--- src/rtl/cond_pkg.sv ---
// cond_pkg: shared condition codes, NZCV flag struct and field width for the condition evaluator (no ports).
package cond_pkg;
  localparam int COND_W = 4;
  typedef enum logic [COND_W-1:0] {
    EQ, NE, CS, CC, MI, PL, VS, VC, HI, LS, GE, LT, GT, LE, AL, NV
  } cond_e;
  typedef struct packed {
    logic n;
    logic z;
    logic c;
    logic v;
  } flags_t;
endpackage

--- src/rtl/cond_lane_eval.sv ---
// cond_lane_eval: combinational single-lane ARM condition check; ports cond (4-bit code), f (NZCV) -> pass.
module cond_lane_eval
  import cond_pkg::*;
(
  input  logic [COND_W-1:0] cond,
  input  flags_t            f,
  output logic              pass
);
  logic base;
  always_comb begin
    case (cond[3:1])
      3'd0:    base = f.z;
      3'd1:    base = f.c;
      3'd2:    base = f.n;
      3'd3:    base = f.v;
      3'd4:    base = f.c & ~f.z;
      3'd5:    base = f.n ~^ f.v;
      3'd6:    base = ~f.z & (f.n ~^ f.v);
      default: base = 1'b1;
    endcase
    pass = base ^ cond[0];
  end
endmodule

--- src/rtl/cond_eval_unit.sv ---
// cond_eval_unit: multi-lane condition evaluator with NZCV register, flag-writer hazard stall and registered per-lane pass bits; clk/rst, flush, flag_issue/flag_we/flag_in/flag_mask, in_valid/in_cond/in_ready, out_valid/out_pass/out_ready, sr_out, pend_full, err_underflow; COND_BYPASS_EN forwards writeback flags into evaluation.
module cond_eval_unit
  import cond_pkg::*;
#(
  parameter int LANES       = 2,
  parameter int MAX_PENDING = 3
) (
  input  logic                    clk,
  input  logic                    rst,
  input  logic                    flush,
  input  logic                    flag_issue,
  output logic                    pend_full,
  input  logic                    flag_we,
  input  logic [3:0]              flag_in,
  input  logic [3:0]              flag_mask,
  input  logic [LANES-1:0]        in_valid,
  input  logic [COND_W*LANES-1:0] in_cond,
  output logic                    in_ready,
  output logic                    out_valid,
  output logic [LANES-1:0]        out_pass,
  input  logic                    out_ready,
  output logic [3:0]              sr_out,
  output logic                    err_underflow
);
  localparam int PW = $clog2(MAX_PENDING + 1);
  flags_t          sr, sr_nx, f;
  logic [PW-1:0]   pending, pend_nx, p;
  logic [LANES-1:0] pass, heavy;
  logic            stall, accept, retire;
  assign retire = flag_we && pending != '0;
  assign sr_nx  = flag_we ? flags_t'((flag_mask & flag_in) | (~flag_mask & sr)) : sr;
`ifdef COND_BYPASS_EN
  assign f = sr_nx;
  assign p = pending - PW'(retire);
`else
  assign f = sr;
  assign p = pending;
`endif
  for (genvar i = 0; i < LANES; i++) begin : g_lane
    cond_lane_eval u_eval (.cond(in_cond[COND_W*i +: COND_W]), .f(f), .pass(pass[i]));
    assign heavy[i] = in_valid[i] && in_cond[COND_W*i +: COND_W] < COND_W'(AL);
  end
  assign pend_full = pending == PW'(MAX_PENDING);
  assign stall     = p != '0 && |heavy;
  assign in_ready  = !stall && (!out_valid || out_ready) && !flush;
  assign accept    = |in_valid && in_ready;
  assign sr_out    = sr;
  always_comb
    pend_nx = flush ? PW'(flag_issue)
            : (flag_issue && !flag_we && !pend_full) ? pending + 1'b1
            : (flag_we && !flag_issue && retire) ? pending - 1'b1
            : pending;
  always_ff @(posedge clk) begin
    if (rst) begin
      sr            <= '0;
      pending       <= '0;
      out_valid     <= 1'b0;
      out_pass      <= '0;
      err_underflow <= 1'b0;
    end else begin
      sr            <= sr_nx;
      pending       <= pend_nx;
      err_underflow <= err_underflow | (flag_we && pending == '0);
      if (flush) begin
        out_valid <= 1'b0;
        out_pass  <= '0;
      end else if (accept) begin
        out_valid <= 1'b1;
        out_pass  <= in_valid & pass;
      end else if (out_ready) begin
        out_valid <= 1'b0;
      end
    end
  end
endmodule

--- config.mk ---
export PLATFORM = sky130hd
export DESIGN_NAME = cond_eval_unit
export DESIGN_NICKNAME = d
export VERILOG_FILES = /design/src/rtl/cond_pkg.sv /design/src/rtl/cond_lane_eval.sv /design/src/rtl/cond_eval_unit.sv
export SDC_FILE = /design/constraint.sdc
export NUM_CORES = 1
export LEC_CHECK = 0
export ABC_AREA = 1
export CAP_MARGIN = 20
export CORE_MARGIN = 4
export CORE_UTILIZATION = 42
export CTS_BUF_LIST = sky130_fd_sc_hd__clkbuf_8 sky130_fd_sc_hd__clkbuf_16
export DETAILED_ROUTE_END_ITERATION = 10
export MAX_ROUTING_LAYER = met4
export PLACE_DENSITY = 0.83
export SYNTH_ARGS = -nofsm -noshare
export SYNTH_HDL_FRONTEND = slang
export SYNTH_SLANG_ARGS = --single-unit
--- constraint.sdc ---
create_clock -name clk -period 2.86 [get_ports clk]
set_input_delay 0.715 -clock clk [delete_from_list [all_inputs] [get_ports clk]]
set_output_delay 0.715 -clock clk [all_outputs]
set_load 0.02 [all_outputs]
## After elaboration in Yosys (flattened, before gate mapping)

Cells that the tools add are included.

- Reductions and logical operators: 29
- $add $sub $neg: 2
- Bitwise logic cells: 12
- Order comparisons: 2
- Muxes and demuxes: 7
- Eq/ne operators: 13

Operator list:

| cell | number |
|---|---|
| == test 3 bit (second input constant) | 6 |
| one-hot mux 1 bit (7 select lines) | 2 |
| == test 3 x 2 -> 1 bit (second input constant) | 4 |
| logical AND 1 bit | 12 |
| AND 4 bit | 2 |
| < comparator 4 bit (second input constant) | 2 |
| == test 3 x 1 -> 1 bit (second input constant) | 2 |
| zero test 1 bit | 6 |
| zero test 3 bit | 2 |
| nonzero test 2 bit | 3 |
| OR reduction 2 bit | 3 |
| two-way mux 2 bit | 2 |
| inverter 4 bit | 1 |
| bitwise OR 4 bit | 1 |
| two-way mux 1 bit | 3 |
| nonzero test 3 bit | 1 |
| adder 2 x 1 -> 2 bit (second input constant) | 1 |
| AND 1 bit | 2 |
| AND 2 bit | 1 |
| == test 2 bit (second input constant) | 1 |
| zero test 2 bit | 1 |
| subtractor 2 x 1 -> 2 bit (second input constant) | 1 |
| XOR 1 bit | 2 |
| logical OR 1 bit | 1 |
| other kinds (3) | 3 |

- Register bits after elaboration: 10
- Word-level logic and storage cells: 74
- Output and inout port bits: 10
- Input port bits: 24

## Longest topological paths before layout

Gate-level depths: netlist of run 1.

- Depth in word-level cells: 9
- Mapped depth: 9
- Depth with buffers taken out: 9

## Modules after synthesis

Synthesis of run 1 repeated with hierarchy kept, for this count alone.

- Cells, all modules: 128
- Area total of the unflattened synthesis: 752.0 um^2

By module, submodules not included:

| module | area an instance (um^2) | times used | cells an instance |
|---|---|---|---|
| cond_eval_unit | 499.2 | 1 | 68 |
| cond_lane_eval | 126.4 | 2 | 30 |

## Worst setup path after synthesis of run 1

Ideal clock, no wire load.

- Path kind: in2out
- Start point: input in_cond[5]
- End point: output in_ready
- Slack: 971 ps
- Stages on the path: 6
- Arrival time: 1,174 ps
- Cells stage by stage: nand3_1 nand2_1 nand2_1 nand2_1 nand2_1 inv_1

- Longest elaborated chain between the ends: 7

Ends and longest elaborated chain:

| what | RTL line | text |
|---|---|---|
| start: declaration | cond_eval_unit.sv:17 | `input logic [COND_W*LANES-1:0] in_cond,` |
| < comparator 4 bit | cond_eval_unit.sv:41 | `assign heavy[i] = in_valid[i] && in_cond[COND_W*i +: COND_W] < COND_W'(AL);` |
| logical AND 1 bit | cond_eval_unit.sv:41 |  |
| OR reduction 2 bit | cond_eval_unit.sv:44 | `assign stall = p != '0 && \|heavy;` |
| logical AND 1 bit | cond_eval_unit.sv:44 |  |
| zero test 1 bit | cond_eval_unit.sv:45 | `assign in_ready = !stall && (!out_valid \|\| out_ready) && !flush;` |
| logical AND 1 bit (2 in a row) | cond_eval_unit.sv:45 |  |
| end: declaration | cond_eval_unit.sv:18 | `output logic in_ready,` |

Every way passes these cells.

## Worst setup path after layout of run 1

- Start point: input in_cond[1]
- End point: output in_ready

The elaborated chain is that of the path after synthesis.

==> results of run 1 <==
cells in the final DEF, fill, tap and decap left out:
| cell type | n |
|---|---|
| a211oi_1 | 4 |
| a211oi_2 | 1 |
| a21oi_1 | 6 |
| buf_4 | 10 |
| clkbuf_8 | 4 |
| clkdlybuf4s50_1 | 32 |
| dfxtp_1 | 10 |
| dlygate4sd2_1 | 1 |
| inv_1 | 18 |
| inv_2 | 1 |
| nand2_1 | 32 |
| nand3_1 | 22 |
| nand4_1 | 2 |
| nor2_1 | 14 |
| o211ai_2 | 1 |
| o21ai_0 | 2 |
| o21ai_2 | 1 |
| or2_1 | 1 |
| or2_2 | 1 |
kinds of logic after synthesis:
| kind of cell | Yosys count | synth area share |
|---|---|---|
| buffers and inverters | 19 | 0.104 |
| AND/OR/NAND/NOR | 72 | 0.451 |
| AO/OA/AOI/OAI | 15 | 0.152 |
| flip-flops | 10 | 0.293 |
area by class of cell:
type / count / area [um^2] / share of cell area
Sequential cell: 10 / 200 / 0.172
Clock buffer: 4 / 55.1 / 0.0474
Timing Repair Buffer: 43 / 404 / 0.348
Tap cell: 16 / 20.0 / 0.0172
Multi-Input combinational cell: 87 / 412 / 0.354
Inverter: 19 / 71.3 / 0.0614
per-stage QoR:
step / hold WS [ns] / instances
final: 0.459 / 179
after global routing: 0.481 / 179
after CTS: 0.462 / 179
after detailed placement: 0.453 / 175
after global placement: 0.452 / 175
after floorplan: 0.466 / 116
final timing paths:
| kind | startpoint | end | depth (start not counted) |
|---|---|---|---|
| setup / recovery | in_cond[1] | in_ready | 8 |
| hold reg to reg | out_pass[1]$_SDFFE_PP0P_ | out_pass[1]$_SDFFE_PP0P_ | 2 |
| setup reg to reg | p[0]$_SDFFE_PP0P_ | out_pass[1]$_SDFFE_PP0P_ | 8 |
| hold / removal | out_pass[1]$_SDFFE_PP0P_ | out_pass[1]$_SDFFE_PP0P_ | 2 |
metal layers:
metal | up-vias | track usage | part of all wire
met2 | 26 | 0.352 | 0.52
met1 | 420 | 0.203 | 0.42
li1 | 472 | - | -
met5 | - | - | 0
met3 | 5 | 0.0460 | 0.050
met4 | 0 | 0.0691 | 0.013
timing repair:
item | CTS | global route
setup endpoints to repair | 1 | 0
gates resized for setup | 1 | 0
hold buffers | 0 | 0
power breakdown:
group          total (mW)  internal [mW]  leakage [nW]  switching, mW
Sequential          0.156          0.147        0.0821        0.00828
Clock               0.181          0.121        0.0288         0.0597
Combinational       0.132         0.0704         0.438         0.0613
critical path, stage by stage:
cell	delay (ns)
clkdlybuf4s50_1	0.49
nand3_1	0.10
nand2_1	0.07
nand2_1	0.05
nand2_1	0.05
nand2_1	0.06
inv_1	0.07
dlygate4sd2_1	0.33
==> results.md, run 1 <==
| Item | Reported |
|---|---|
| Outcome | finished, final reports clean |
| Endpoint kind of the worst setup timing path | primary output |
| Non-Filler Cell Area, Final | 1160 um^2 |
| Clock network latency to the later pin of the worst-skew pair | 0.24 ns |
| Drt first-iter violations | 13 |
| Remaining antenna violation count | 0 |
| H-tree lvl count | 1 |
| Reg clk slew, reported paths | 0.05 ns |
| First-pass GRT wire length | 3700 um |
| Setup violations, final | 0 |
| Yosys top cell by area | dfxtp_1 |
| First-pass iteration count of the detailed router | 6 |
| Time the final worst path needs with I/O delays and setup | 2.65 ns |
| Layout fillers | 122 |
| Aggregate global routing overflow | 0 |
| Worst reg2reg setup slack | 1.56 ns |
| Category of the worst setup path launch point | input pin |
| Worst EP arrival | 1.93 ns |
| Width of the die | 48.3 um |
| Maximum count of clock buffers along a single path | 2 |
| Pin count of the biggest net entering global routing | 8 |
| Vias | 923 |
| Lkg Pwr | 0.549 nW |
| Core area | 1520 um^2 |
| Peak supply drop | 0.000291 V |
| TritonCTS sink count | 10 |
| Post-route clock period utilization | 0.926 |
| RSZ-0062 raised after global routing | no |
| Number of distinct standard cells referenced by the synthesized netlist | 15 |
| Post-synth EDFFs | 0 |
| Final net count | 188 |
| Critical path fanouts, max | 2 |
| Total power divided by cell area | 403 nW/um^2 |
| Crit Path Class | input pin to primary output |
| Total die area | 2340 um^2 |
| Syn Area/Cell | 5.89 um^2 |
| Achievable Freq | 0.378 GHz |
| Cell Area, Placed | 1110 um^2 |
| Async set-or-reset flop fraction in the synthesized netlist | 0 |
| Fin util | 0.763 |
| Cell Area, Synth | 683 um^2 |
| CTS tree | built |
| Number of nets in the synthesized netlist | 140 |
| CTS Root Cell | clkbuf_8 |
| Flip-flop cell with the highest count after synthesis | dfxtp_1 |
| Count of boundary I/O pins | 34 |
| Worst clock skew on the final layout | 0.00265 ns |
| Clock buffers created by TritonCTS | 3 |
| FF+latch count, synth | 10 |
| Worst slack, placed | -0.0706 ns |
| Slew @ Worst Pin | 0.270 ns |
| GRT Total Usage | 0.195 |
| Initial Utilization | 0.448 |
| Initial antenna violation count | 0 |
| Port bufs | 33 |
| Final WS setup | 0.212 ns |
| Fraction of final layout cells with drive strength greater than 1 | 0.117 |
| Post-CTS repair timing setup buffer count | 0 |
| Chip Height | 48.3 um |
| Worst relative slew slack | 0.819 |
| Dominant cell by count in the synthesized netlist | nand2_1 |
| Drc violations | 0 |
| Total length of routed wires | 2050 um |
| Number of warnings reported in the yosys synthesis log | 0 |
| Average detailed-routed wire length per instance | 11.4 um |
| List of most frequent post-synthesis cells | nand2_1 (32), nand3_1 (22), inv_1 (18) |
| Post-synth top area share | 0.293 |
| Count of antenna diodes in the layout | 0 |
| Seq/Total Area, Yosys | 0.293 |
| Class of the worst hold path | flop to flop |
| Final HPWL DP | 1640 um |
| GPL Wtd Cong | 0.785 |
| Via count of the first global-routing pass | 910 |
| Max-slew violation count | 0 |
| Synthesis-to-layout area growth | 70.1% |
| Endpoint required time on the critical path | 2.14 ns |
| TNS Setup | 0 ns |
| Final Hold Viols | 0 |
| Synth top area cells | dfxtp_1 (29%), nand2_1 (18%), nand3_1 (16%), inv_1 (9.9%), nor2_1 (7.7%) |
| Maximum capacitance violations | 0 |
| Number of instances in the synthesized netlist | 116 |
| Post-layout power | 469 uW |
| Vias per std cell | 5.16 |
| Number of core rows | 14 |
Note: power is estimated with default switching activity, not from simulation.
==> run 2, diff against run 1 <==
--- a/config.mk
+++ b/config.mk
@@ -5,10 +5,10 @@
 export SDC_FILE = /design/constraint.sdc
 export NUM_CORES = 1
 export LEC_CHECK = 0
-export ABC_AREA = 1
+export ABC_AREA = 0
 export CAP_MARGIN = 20
 export CORE_MARGIN = 4
-export CORE_UTILIZATION = 42
+export CORE_UTILIZATION = 41
 export CTS_BUF_LIST = sky130_fd_sc_hd__clkbuf_8 sky130_fd_sc_hd__clkbuf_16
 export DETAILED_ROUTE_END_ITERATION = 10
 export MAX_ROUTING_LAYER = met4
@@ -16,3 +16,4 @@
 export SYNTH_ARGS = -nofsm -noshare
 export SYNTH_HDL_FRONTEND = slang
 export SYNTH_SLANG_ARGS = --single-unit
+export TNS_END_PERCENT = 10
==> run 2 against run 1 <==
Effect of this change: global-route usage fell by 0.64 points; largest power group unchanged; clock power down 3%; wire length down 4.4%; critical endpoint unchanged; sequential cell count stayed put; register-to-register slack got worse by 0.14 ns.
==> results.md, run 2 <==
| Item | Reported | Change |
|---|---|---|
| Synthesized-area fraction occupied by xor and xnor cells | 0.0404 | +0.0404 |
| Number of nets in the synthesized netlist | 106 | -24% |
| Average detailed-routed wire length per instance | 13.8 um | +20% |
| Met3 Routed Length | 132 um | +29% |
| Yosys top cell by area | dfxtp_1 |  |
| Clock network latency to the later pin of the worst-skew pair | 0.24 ns | about the same |
| Core area | 1510 um^2 | -1.1% |
| First-pass GRT wire length | 2930 um | -21% |
| Width of the die | 47.8 um | -1.0% |
| Cell Area, Synth | 651 um^2 | -4.8% |
| List of most frequent post-synthesis cells | dfxtp_1 (10), nand2_1 (10), nor2_1 (7) |  |
| Fraction of final layout cells with drive strength greater than 1 | 0.151 | +0.0342 |
| TritonCTS sink count | 10 | unchanged |
| GPL Wtd Cong | 0.808 | +3.0% |
| Category of the worst setup path launch point | input pin |  |
| TNS Setup | 0 ns | unchanged |
| DRT met1 WL | 859 um | +0.47% |
| Final Hold Viols | 0 | unchanged |
| Maximum count of clock buffers along a single path | 2 | unchanged |
| Post-Synth Adder-Cell Area | 0 | unchanged |
| Post-synth EDFFs | 0 | unchanged |
| Reg clk slew, reported paths | 0.05 ns | about the same |
| Final net count | 151 | -20% |
| First-pass iteration count of the detailed router | 4 | -2 |
| Worst EP arrival | 1.96 ns | +0.03 ns |
| Class of the worst hold path | flop to flop |  |
| Final WS setup | 0.186 ns | -0.0253 ns |
| CTS tree | built |  |
| Final HPWL DP | 1510 um | -8.0% |
| FF+latch count, synth | 10 | unchanged |
| DR top layer | met4 |  |
| Time the final worst path needs with I/O delays and setup | 2.67 ns | +0.0253 ns |
| Lkg Pwr | 0.449 nW | -18% |
| Flip-flop cell with the highest count after synthesis | dfxtp_1 |  |
| Worst slack, placed | -0.102 ns | -0.0309 ns |
| WL met2 | 932 um | -12% |
| RSZ-0062 raised after global routing | no |  |
| GRT Total Usage | 0.189 | -0.00644 |
| Slew @ Worst Pin | 0.402 ns | +0.132 ns |
| Critical path fanouts, max | 2 | unchanged |
| Post-layout power | 457 uW | -2.5% |
| Chip Height | 47.8 um | -1.0% |
| Synthesis-to-layout area growth | 71.9% |  |
| Total die area | 2290 um^2 | -2.0% |
| H-tree lvl count | 1 | unchanged |
| Async set-or-reset flop fraction in the synthesized netlist | 0 | unchanged |
| Number of warnings reported in the yosys synthesis log | 0 | unchanged |
| Cell Area, Placed | 1060 um^2 | -4.0% |
| Share of synthesized cell area in and, or, nand and nor gates | 0.269 | -0.181 |
| Most common cell after layout, fill and taps aside | clkdlybuf4s50_1 |  |
| Number of distinct standard cells referenced by the synthesized netlist | 33 | +18 |
| Most frequent cells in the layout | clkdlybuf4s50_1 (32), nand2_1 (10), dfxtp_1 (10), buf_4 (10), nor2_1 (7) |  |
| Post-route clock period utilization | 0.935 | +0.00885 |
| Drc violations | 0 | unchanged |
| Via count of the first global-routing pass | 710 | -22% |
| Vias per std cell | 5.50 | +6.7% |
| Share of the synthesized area in compound gates (AO/OA/AOI/OAI) | 0.329 | +0.177 |
| Remaining antenna violation count | 0 | unchanged |
| Max-slew violation count | 0 | unchanged |
| Clock buffers created by TritonCTS | 3 | unchanged |
| Total power divided by cell area | 409 nW/um^2 | +1.4% |
| Aggregate global routing overflow | 0 | unchanged |
| Initial antenna violation count | 0 | unchanged |
| Initial Utilization | 0.432 | -0.0164 |
| Post-synth top area share | 0.308 | +0.0147 |
| Non-Filler Cell Area, Final | 1120 um^2 | -3.8% |
| Number of core rows | 14 | unchanged |
| Port bufs | 33 | unchanged |
| Number of instances in the synthesized netlist | 82 | -29% |
| Setup violations, final | 0 | unchanged |
| Outcome | finished, final reports clean |  |
| Syn Area/Cell | 7.93 um^2 | +35% |
| Crit Path Class | input pin to primary output |  |
| Endpoint kind of the worst setup timing path | primary output |  |
| Total length of routed wires | 1960 um | -4.4% |
| CTS Root Cell | clkbuf_8 |  |
| Layout fillers | 118 | -3.3% |
| Endpoint required time on the critical path | 2.14 ns | about the same |
| Fin util | 0.743 | -0.0202 |
| Peak supply drop | 0.000338 V | +16% |
| Count of boundary I/O pins | 34 | unchanged |
| Post-CTS repair timing setup buffer count | 0 | unchanged |
| Largest family of logic cells by synthesized area | compound AO/OA/AOI/OAI gates |  |
| Count of antenna diodes in the layout | 0 | unchanged |
| Worst clock skew on the final layout | 0.00363 ns | +0.000971 ns |
| Drt first-iter violations | 19 | +6 |
| Vias | 781 | -15% |
| Worst relative slew slack | 0.731 | -0.0881 |
| Synth top area cells | dfxtp_1 (31%), nand2_1 (5.8%), a21oi_1 (4.6%), nor2_1 (4.0%), nor2b_1 (3.8%) |  |
| Worst reg2reg setup slack | 1.42 ns | -0.14 ns |
| Pin count of the biggest net entering global routing | 15 | +7 |
| Maximum capacitance violations | 0 | unchanged |
| Achievable Freq | 0.374 GHz | -0.95% |
| Seq/Total Area, Yosys | 0.308 | +0.0147 |
| Mux share of post-synthesis cell area | 0.0308 | +0.0308 |
-- run 2: worst paths after layout --
| kind | from | cells after the start | endpoint |
|---|---|---|---|
| min | out_pass[1]$_SDFFE_PP0P_ | 1 | out_pass[1]$_SDFFE_PP0P_ |
| max | in_cond[1] | 5 | in_ready |
| max reg2reg | flop | 5 | out_pass[1]$_SDFFE_PP0P_ |
| min reg2reg | out_pass[1]$_SDFFE_PP0P_ | 1 | out_pass[1]$_SDFFE_PP0P_ |
-- run 2: report_power, final --
| part | internal (mW) | switching, mW |
|---|---|---|
| Combinational | 0.0724 | 0.0527 |
| Clock | 0.121 | 0.0552 |
| Sequential | 0.147 | 0.00868 |
-- run 2: kinds of logic after synthesis --
kind of cell / count (synthesis)
flops: 10
mux: 2
buf+inv: 4
simple gates: 35
compound gates: 28
xor+xnor: 3
-- run 2: layout make-up --
| class | count | area, um^2 | area share |
|---|---|---|---|
| inverters | 1 | 3.75 | 0.00336 |
| well taps | 16 | 20.0 | 0.0179 |
| clock buffers | 4 | 55.1 | 0.0492 |
| flip-flops and latches | 10 | 200 | 0.179 |
| multi-input cells | 68 | 435 | 0.389 |
| repair buffers | 43 | 404 | 0.361 |
-- run 2: what timing repair did --
action                     in CTS  in global routing
hold buffers                    0                  0
gates resized for setup         1                  0
setup endpoints to repair       1                  0
-- run 2: per-stage QoR --
| step | cells | hold slack (ns) |
|---|---|---|
| after floorplan | 82 | 0.510 |
| after global placement | 138 | 0.453 |
| after detailed placement | 138 | 0.475 |
| after CTS | 142 | 0.490 |
| after global routing | 142 | 0.507 |
| final | 142 | 0.475 |
-- run 2: per-layer routing --
metal | GRT usage | up-vias
met2 | 0.303 | 29
met3 | 0.0301 | 4
met1 | 0.229 | 348
met4 | 0.0860 | 0
li1 | - | 400
met5 | - | -
-- run 2: critical path, cell delays in order --
cell and delay [ns]:
clkdlybuf4s50_1 0.48, and3_1 0.20, o221ai_2 0.12, nor2_1 0.10, dlygate4sd2_1 0.35
